### src/rtl/bga_continuity_scanner.sv
// BGA solder-joint continuity scanner: walks a one/zero over looped-back pin
// pairs, compares the synchronised echo and accumulates fault statistics.
module bga_continuity_scanner #(
  parameter int unsigned N_PAIR  = 86,
  parameter int unsigned IDX_W   = 7,
  parameter int unsigned DWELL_W = 5,
  parameter int unsigned CNT_W   = 8
) (
  input  logic               clk,
  input  logic               reset_n,
  input  logic               start,
  input  logic               abort,
  input  logic               mode,
  input  logic               continuous,
  input  logic [DWELL_W-1:0] dwell,
  output logic [N_PAIR-1:0]  pins_o,
  input  logic [N_PAIR-1:0]  pins_i,
  output logic               busy,
  output logic               done,
  output logic               fail_sticky,
  output logic [N_PAIR-1:0]  fail_map,
  output logic [CNT_W-1:0]   fail_count,
  output logic [IDX_W-1:0]   first_fail_idx,
  output logic               first_fail_valid,
  output logic [CNT_W-1:0]   pass_count
);

  // Two synchroniser stages plus one settle cycle need a dwell of at least 3.
  localparam int unsigned MIN_DWELL = 3;
  localparam logic [IDX_W-1:0]  LAST_STEP = IDX_W'(N_PAIR - 1);
  localparam logic [N_PAIR-1:0] ONE_BIT   = N_PAIR'(1);

  typedef enum logic [1:0] {
    S_IDLE  = 2'd0,
    S_DRIVE = 2'd1,
    S_DONE  = 2'd2
  } state_t;

  state_t             state;
  logic               mode_q;
  logic               cont_q;
  logic [DWELL_W-1:0] dwell_q;
  logic [DWELL_W-1:0] dwell_cnt;
  logic [IDX_W-1:0]   step;
  logic [N_PAIR-1:0]  sync_q1;
  logic [N_PAIR-1:0]  sync_q2;
  logic [DWELL_W-1:0] eff_dwell_c;
  logic [N_PAIR-1:0]  mis_c;

  // Drive pattern for a given step: one-hot, or its complement in walking-zero mode.
  function automatic logic [N_PAIR-1:0] pattern(input logic m, input logic [IDX_W-1:0] s);
    logic [N_PAIR-1:0] oh;
    oh = ONE_BIT << s;
    return m ? ~oh : oh;
  endfunction

  // Dwell clamp and echo mismatch against the currently driven pattern.
  always_comb begin
    eff_dwell_c = (dwell < DWELL_W'(MIN_DWELL)) ? DWELL_W'(MIN_DWELL) : dwell;
    mis_c       = pins_o ^ sync_q2;
  end

  // Two-flop synchroniser for the asynchronous loopback inputs.
  always_ff @(posedge clk or negedge reset_n) begin
    if (!reset_n) begin
      sync_q1 <= '0;
      sync_q2 <= '0;
    end else begin
      sync_q1 <= pins_i;
      sync_q2 <= sync_q1;
    end
  end

  // Scan FSM with registered pattern, status and result outputs.
  always_ff @(posedge clk or negedge reset_n) begin
    if (!reset_n) begin
      state            <= S_IDLE;
      mode_q           <= 1'b0;
      cont_q           <= 1'b0;
      dwell_q          <= '0;
      dwell_cnt        <= '0;
      step             <= '0;
      pins_o           <= '0;
      busy             <= 1'b0;
      done             <= 1'b0;
      fail_sticky      <= 1'b0;
      fail_map         <= '0;
      fail_count       <= '0;
      first_fail_idx   <= '0;
      first_fail_valid <= 1'b0;
      pass_count       <= '0;
    end else begin
      case (state)
        S_IDLE, S_DONE: begin
          if (start && !abort) begin
            state            <= S_DRIVE;
            busy             <= 1'b1;
            done             <= 1'b0;
            mode_q           <= mode;
            cont_q           <= continuous;
            dwell_q          <= eff_dwell_c;
            dwell_cnt        <= '0;
            step             <= '0;
            pins_o           <= pattern(mode, '0);
            fail_sticky      <= 1'b0;
            fail_map         <= '0;
            fail_count       <= '0;
            first_fail_idx   <= '0;
            first_fail_valid <= 1'b0;
            pass_count       <= '0;
          end
        end
        S_DRIVE: begin
          if (abort) begin
            // Partial pass discarded; results stay visible.
            state     <= S_IDLE;
            busy      <= 1'b0;
            pins_o    <= '0;
            dwell_cnt <= '0;
          end else if (dwell_cnt == dwell_q) begin
            fail_map  <= fail_map | mis_c;
            dwell_cnt <= '0;
            if (mis_c != '0) begin
              fail_sticky <= 1'b1;
              if (fail_count != '1) begin
                fail_count <= fail_count + CNT_W'(1);
              end
              if (!first_fail_valid) begin
                first_fail_idx   <= step;
                first_fail_valid <= 1'b1;
              end
            end
            if (step == LAST_STEP) begin
              pass_count <= pass_count + CNT_W'(1);
              if (cont_q) begin
                step   <= '0;
                pins_o <= pattern(mode_q, '0);
              end else begin
                state  <= S_DONE;
                busy   <= 1'b0;
                done   <= 1'b1;
                pins_o <= '0;
              end
            end else begin
              step   <= step + IDX_W'(1);
              pins_o <= pattern(mode_q, step + IDX_W'(1));
            end
          end else begin
            dwell_cnt <= dwell_cnt + DWELL_W'(1);
          end
        end
        default: begin
          state  <= S_IDLE;
          busy   <= 1'b0;
          done   <= 1'b0;
          pins_o <= '0;
        end
      endcase
    end
  end

endmodule

### config.mk
export PLATFORM = sky130hd
export DESIGN_NAME = bga_continuity_scanner
export DESIGN_NICKNAME = d
export VERILOG_FILES = /design/src/rtl/bga_continuity_scanner.sv
export SDC_FILE = /design/constraint.sdc
export NUM_CORES = 1
export LEC_CHECK = 0
export ABC_AREA = 1
export BUFFER_PORTS_ARGS = -buffer_cell sky130_fd_sc_hd__clkbuf_2
export CORE_MARGIN = 2
export CORE_UTILIZATION = 57
export CTS_CLUSTER_DIAMETER = 60
export DETAILED_ROUTE_END_ITERATION = 7
export PLACE_DENSITY_LB_ADDON = 0.2
export SLEW_MARGIN = 20
export SYNTH_ARGS = -nofsm -noshare
export SYNTH_HDL_FRONTEND = slang
export SYNTH_SLANG_ARGS = --single-unit
### constraint.sdc
create_clock -name clk -period 2.35 [get_ports clk]
set_input_delay 0.235 -clock clk [delete_from_list [all_inputs] [get_ports clk]]
set_output_delay 0.235 -clock clk [all_outputs]
set_load 0.02 [all_outputs]
==> metrics.txt, run 1 <==
Residual DRC 0; number of CTS-inserted buffers 43; DIE HEIGHT around 180 um; DR vias/cell ~5.2; final-stage net count approximately 2.7k; Main synth FF type dfrtp_1; dpl hpwl between 30000 and 40000 um; Cell variety after synth 38; Die Wd roughly 180 um; Place WS -265 ps; CTS root buffer clkbuf_16; Period minus WS final 2250 ps; Worst slew margin between 30 and 40%; Critical Path AT ~2700 ps; total track usage 31.0%; Final Worst Setup Slack approximately 100 ps; VDD IR max around 1100 uV; PortBufs slightly below 300; initial antenna violation count 1; vias 15.8k; Initial DRT Pass Iterations 6; Fillers about 2.3k; # IOs between 200 and 300; Iter 0 DRT Violations around 1.5k; FFs w/ async S/R, synth 100%; unrepaired setup endpoints after global routing true; row count 64; maxcap violations 0; CP max stage delay about 520 ps; crit-path leading delay family simple AND/OR/NAND/NOR gates; CTS clk-pin slew, worst paths ~60 ps; core area 0.0307 mm2; Yosys Warn Count 0; met1 usage between 40 and 50%; clk_lat worst skew around 550 ps; cell leakage power 12.0 nW; Initial Utilization 58.0%; GR Overflow Total 0; Syn Std Cell Area between 0.015 and 0.02 mm2; Final Wtd Congestion approximately 0.9; CP Data Required Time between 2000 and 3000 ps; WL per Instance between 15 and 20 um; TritonCTS clock tree done; post-layout util between 70% and 80%; crit share post-route between 90% and 100%; Min-Delay Path Class in -> reg; FMAX 445 MHz; Critical Path Start Type register; area grow syn2layout 26.6%; status completed; first-pass GRT wire length approximately 82000 um; M3 GR Usage under 10%; Worst Path Buf+Inv 1; met2 Usage GRT between 50% and 60%; Seq/Total Area, Yosys between 50% and 60%; final setup fails 0; Avg Cell Area, Syn 8.17 um2; CTS Sinks slightly below 400; final number of max-transition violations 0; Post-Syn Nets around 2.3k; routed wire length around 50000 um; Worst Setup End Kind register; Worst path most repeated cell nand2_1; die footprint 0.0326 mm2; Critical Path Fanout Max between 60 and 70; power per cell area around 1200 mW/mm2; GRT busiest layer met2; DRT antenna net count 0; H-tree depth 2; maximum buffer depth of the clock tree 3; Max Clock Skew between 30 and 40 ps; Post-synth EDFFs 0; pin count of the biggest net entering global routing between 90 and 100; final hold viol count 0; Cells after Synth 2177; flops & latches, synth 391; Slew @ Worst Pin between 900 and 1000 ps; CP Class reg -> reg; cell at the slowest stage of the critical path dfrtp_1; share of layout cells above drive strength 1 slightly below 20%; vias in the first global route between 15k and 20k; worst-path cell chain nand2_1, nor2_2, nand2_1, nand2_2, nand2_4, nor2_8, buf_12, nand2_1, nand2_1, nand3_1, nand2_1, nand2_1, nand2_1, nand2_1
==> final cells by class <==
class / instances / area, um2 / area share (%)
well taps: 396 / 495 / 2.20
multi-input cells: 1511 / 6890 / 30.6
clock inverters: 17 / 119 / 0.528
diodes: 1 / 2.50 / 0.0111
repair buffers: 484 / 3370 / 15.0
flip-flops and latches: 391 / 9790 / 43.5
clock buffers: 59 / 1230 / 5.45
inverters: 164 / 617 / 2.74
==> registers in the layout, indices dropped and copies added (netlist names), 2 cells and up <==
| name | count |
|---|---|
| fail_map | 86 |
| pins_o | 86 |
| sync_q1 | 86 |
| sync_q2 | 86 |
| fail_count | 8 |
| pass_count | 8 |
| first_fail_idx | 7 |
| step | 7 |
| dwell_cnt | 5 |
| dwell_q | 5 |
| state | 2 |
==> logic make-up after synthesis <==
family | Yosys count | synth area share (%)
XOR/XNOR | 62 | 3.10
AO/OA/AOI/OAI | 120 | 4.10
buffers and inverters | 275 | 6.98
flip-flops | 391 | 55.0
adder cells (fa/ha/maj) | 9 | 0.633
AND/OR/NAND/NOR | 1320 | 30.2
==> routing by layer <==
layer / routed length [um] / up-vias / part of all wire, %
met3: 3270 / 123 / 6.5
met4: 1460 / 0 / 2.9
met2: 24700 / 583 / 49
met1: 21100 / 7541 / 42
li1: - / 7551 / -
met5: 0 / - / 0
==> tightest hold or removal path, delay by kind of cell <==
kind | cells | cell delay, ps
buffers and inverters | 1 | 140
AND/OR/NAND/NOR | 2 | 140
AO/OA/AOI/OAI | 1 | 70
==> cells in the mapped netlist (11+ instances only) <==
library cell  count  share of area [%]
clkbuf_1         43               0.91
nor2_1          160                3.4
buf_6            17                1.1
inv_1           156                3.3
a21oi_1          51                1.4
nand2_1         919                 19
o21ai_0          22               0.62
dfrtp_1         391                 55
o21a_1           40                1.7
nand4_1          12               0.42
xor2_1           52                2.6
buf_4            11               0.46
buf_2            30               0.84
nand3_1         210                5.9
==> final timing paths <==
path / from / end / slack [ps] / cells after the start
setup reg to reg: step[4] / pins_o[17] / 100 / 14
hold reg to reg: sync_q1[52] / sync_q2[52] / 340 / 0
hold / removal: abort / state[1] / 90 / 4
max in group asynchronous: reset_n / pins_o[53] / 1320 / 3
setup / recovery: step[4] / pins_o[17] / 100 / 14
min in group asynchronous: reset_n / pins_o[17] / 210 / 2
==> placed cells by master (no fill, tap or decap), types with 9 or more instances in the layout <==
cell type / instances
xor2_1: 50
nor2_4: 9
ha_1: 9
dfrtp_1: 388
nor2_2: 10
inv_1: 155
nand3_1: 208
buf_12: 18
dlygate4sd3_1: 94
nor2_1: 147
buf_4: 77
clkbuf_2: 294
o21a_1: 40
clkbuf_16: 44
a21oi_1: 51
o21ai_0: 22
nand2_1: 914
nand4_1: 12
clkinv_2: 11
==> report_power, final <==
part	internal, W	total, W	switching, W	leakage [nW]
combinational	0.00376	0.0113	0.00751	6.50
clock	0.00368	0.00644	0.00277	0.668
sequential	0.00846	0.0100	0.00156	4.79
total	0.0159	0.0277	0.0118	12.0
==> through the flow <==
step / instances / hold WS (ps) / total power (W) / area (um2) / setup TNS [ps]
after floorplan: 2177 / -60.6 / 0.0170 / 17800 / 0
after global placement: 2850 / 170 / 0.0207 / 20100 / -1840
after detailed placement: 2850 / 170 / 0.0210 / 20100 / -4440
after CTS: 3020 / 66.1 / 0.0277 / 22400 / 0
after global routing: 3023 / 125 / 0.0295 / 22500 / -226
final: 3023 / 94.1 / 0.0277 / 22500 / 0
==> timing repair <==
item	in CTS	in global routing
hold buffers	94	0
setup endpoints to repair	64	40
gates resized for setup	7	23
endpoints found under the hold margin	127	0
setup buffers	0	2
pin swaps	0	1
Note: power is estimated with default switching activity, not from simulation.
==> inputs of run 2 (changes only) <==
==> constraint.sdc (replaced) <==
create_clock -name clk -period 2.5 [get_ports clk]
set_input_delay 0.25 -clock clk [delete_from_list [all_inputs] [get_ports clk]]
set_output_delay 0.25 -clock clk [all_outputs]
set_load 0.02 [all_outputs]
==> run 2 against run 1 <==
Setup slack improved by 35 ps. Global-route usage is 0.27 points lower. Count of clock-buffer cells in the layout decreased by 2. Sequential share of layout area increased by 0.26 points. Critical endpoint is now pins_o[32]. Largest cell class unchanged.
==> metrics.txt, run 2 (synthesis gave the netlist of run 1 again) <==
maxcap violations 0; DRT antenna net count 0; final hold viol count 0; Max Clock Skew roughly 17 ps; CTS clk-pin slew, worst paths 60 ps; Critical Path Fanout Max 5; DR vias/cell 5.19; FMAX ~420 MHz; Worst Setup End Kind register; Iter 0 DRT Violations 1273; vias approximately 16k; CTS root buffer clkbuf_16; number of CTS-inserted buffers 41; Slew @ Worst Pin ~900 ps; final number of max-transition violations 0; Final Worst Setup Slack 135 ps; final setup fails 0; Place WS -65.5 ps; pin count of the biggest net entering global routing just under 90; Worst Path Buf+Inv 1; power per cell area ~1200 mW/mm2; Initial Utilization 58.0%; total track usage between 30% and 40%; Fillers roughly 2.3k; H-tree depth 2; CTS Sinks a little under 400; unrepaired setup endpoints after global routing true; CP max stage delay around 430 ps; final-stage net count around 2.7k; # IOs between 200 and 300; commonest cells after routing, fill and taps aside nand2_1 (916), dfrtp_1 (390), clkbuf_2 (294); Initial DRT Pass Iterations 6; Final Wtd Congestion about 0.92; Critical Path Start Type register; Die Wd around 180 um; Worst slew margin 39.7%; GR Overflow Total 0; PortBufs roughly 300; WL per Instance approximately 16 um; vias in the first global route between 15k and 20k; dpl hpwl ~33000 um; DIE HEIGHT between 150 and 200 um; cell leakage power 11.9 nW; VDD IR max about 960 uV; die footprint roughly 0.033 mm2; worst-path cell chain ha_1, buf_4, xor2_1, nor2_1, nand2_1, nor2_2, nand2_1, nand2_1, nand3_1, nand2_1, nand2_1, nand2_1, nand2_1; CP Data Required Time around 2900 ps; core area about 0.031 mm2; first-pass GRT wire length between 80000 and 90000 um; Antenna diodes 0; maximum buffer depth of the clock tree 3; Min-Delay Path Class in -> reg; clk_lat worst skew about 530 ps; Critical Path AT 2780 ps; crit share post-route approximately 95%; row count between 60 and 70; post-layout util between 70 and 80%; setup_tns 0 ps; Worst path most repeated cell nand2_1; initial antenna violation count 0; status completed; most common cell after layout, fill and taps aside nand2_1; area grow syn2layout 25.8%; TritonCTS clock tree done; share of layout cells above drive strength 1 a little under a fifth; routed wire length approximately 50000 um; CP Class reg -> reg; crit-path leading delay family simple AND/OR/NAND/NOR gates; cell at the slowest stage of the critical path dfrtp_1; Period minus WS final around 2400 ps; Hold WS about 16 ps; Residual DRC 0
==> run 2: cell types whose count changed in the layout (fill, tap and decap cells not counted), sizes merged <==
cell	change
a21oi	+1
buf	-7
bufinv	+3
clkbuf	-2
clkinv	-3
diode	-1
dlygate4sd3	-2
inv	-3
==> run 2: area by class of cell <==
type | instances | area (um2) | share of cell area (%)
Timing Repair Buffer | 475 | 3260 | 14.6
Inverter | 164 | 617 | 2.76
Tap cell | 396 | 495 | 2.21
Clock buffer | 57 | 1210 | 5.40
Multi-Input combinational cell | 1512 | 6830 | 30.5
Clock inverter | 14 | 173 | 0.772
Sequential cell | 391 | 9790 | 43.7
==> run 2: path summary, 6_finish.rpt <==
check / from / endpoint / slack (ps) / depth (start not counted)
min in group asynchronous: reset_n / fail_count[4] / 310 / 2
hold reg to reg: sync_q1[28] / sync_q2[28] / 340 / 0
setup reg to reg: step[1] / pins_o[32] / 140 / 13
setup / recovery: step[1] / pins_o[32] / 140 / 13
hold / removal: mode / mode_q / 20 / 3
max in group asynchronous: reset_n / sync_q2[53] / 1380 / 3
==> run 2: metal layers <==
layer	share of wire (%)	GRT usage, %	vias up	routed length (um)
li1	-	-	7537	-
met3	6.8	5.92	118	3370
met4	3.5	10.7	0	1720
met1	41	40.9	7463	20500
met5	0	0	-	0
met2	48	50.6	497	24000
==> run 2: where the power goes <==
part,leakage [nW],total [W],internal [W],switching (W)
clock network,0.677,0.00618,0.00369,0.00250
logic,6.44,0.0105,0.00350,0.00701
registers,4.79,0.00942,0.00795,0.00147
==> run 2: what timing repair did <==
action	in CTS	in global routing
setup buffers	4	1
hold buffers	92	0
resized for setup	1	8
endpoints found under the setup margin	34	23
cloned	1	0
hold endpoints to repair	154	0
pin swaps	0	0
==> run 2: per-stage QoR <==
stage / instances / cell area, um2 / power (W)
after floorplan: 2177 / 17800 / 0.0159
after global placement: 2840 / 19900 / 0.0194
after detailed placement: 2840 / 20000 / 0.0197
after CTS: 3008 / 22300 / 0.0261
after global routing: 3009 / 22400 / 0.0278
final: 3009 / 22400 / 0.0261
==> run 2: tightest hold or removal path, cell delays in order <==
cell	delay, ps
clkbuf_2	100
inv_1	60
o21ai_0	80
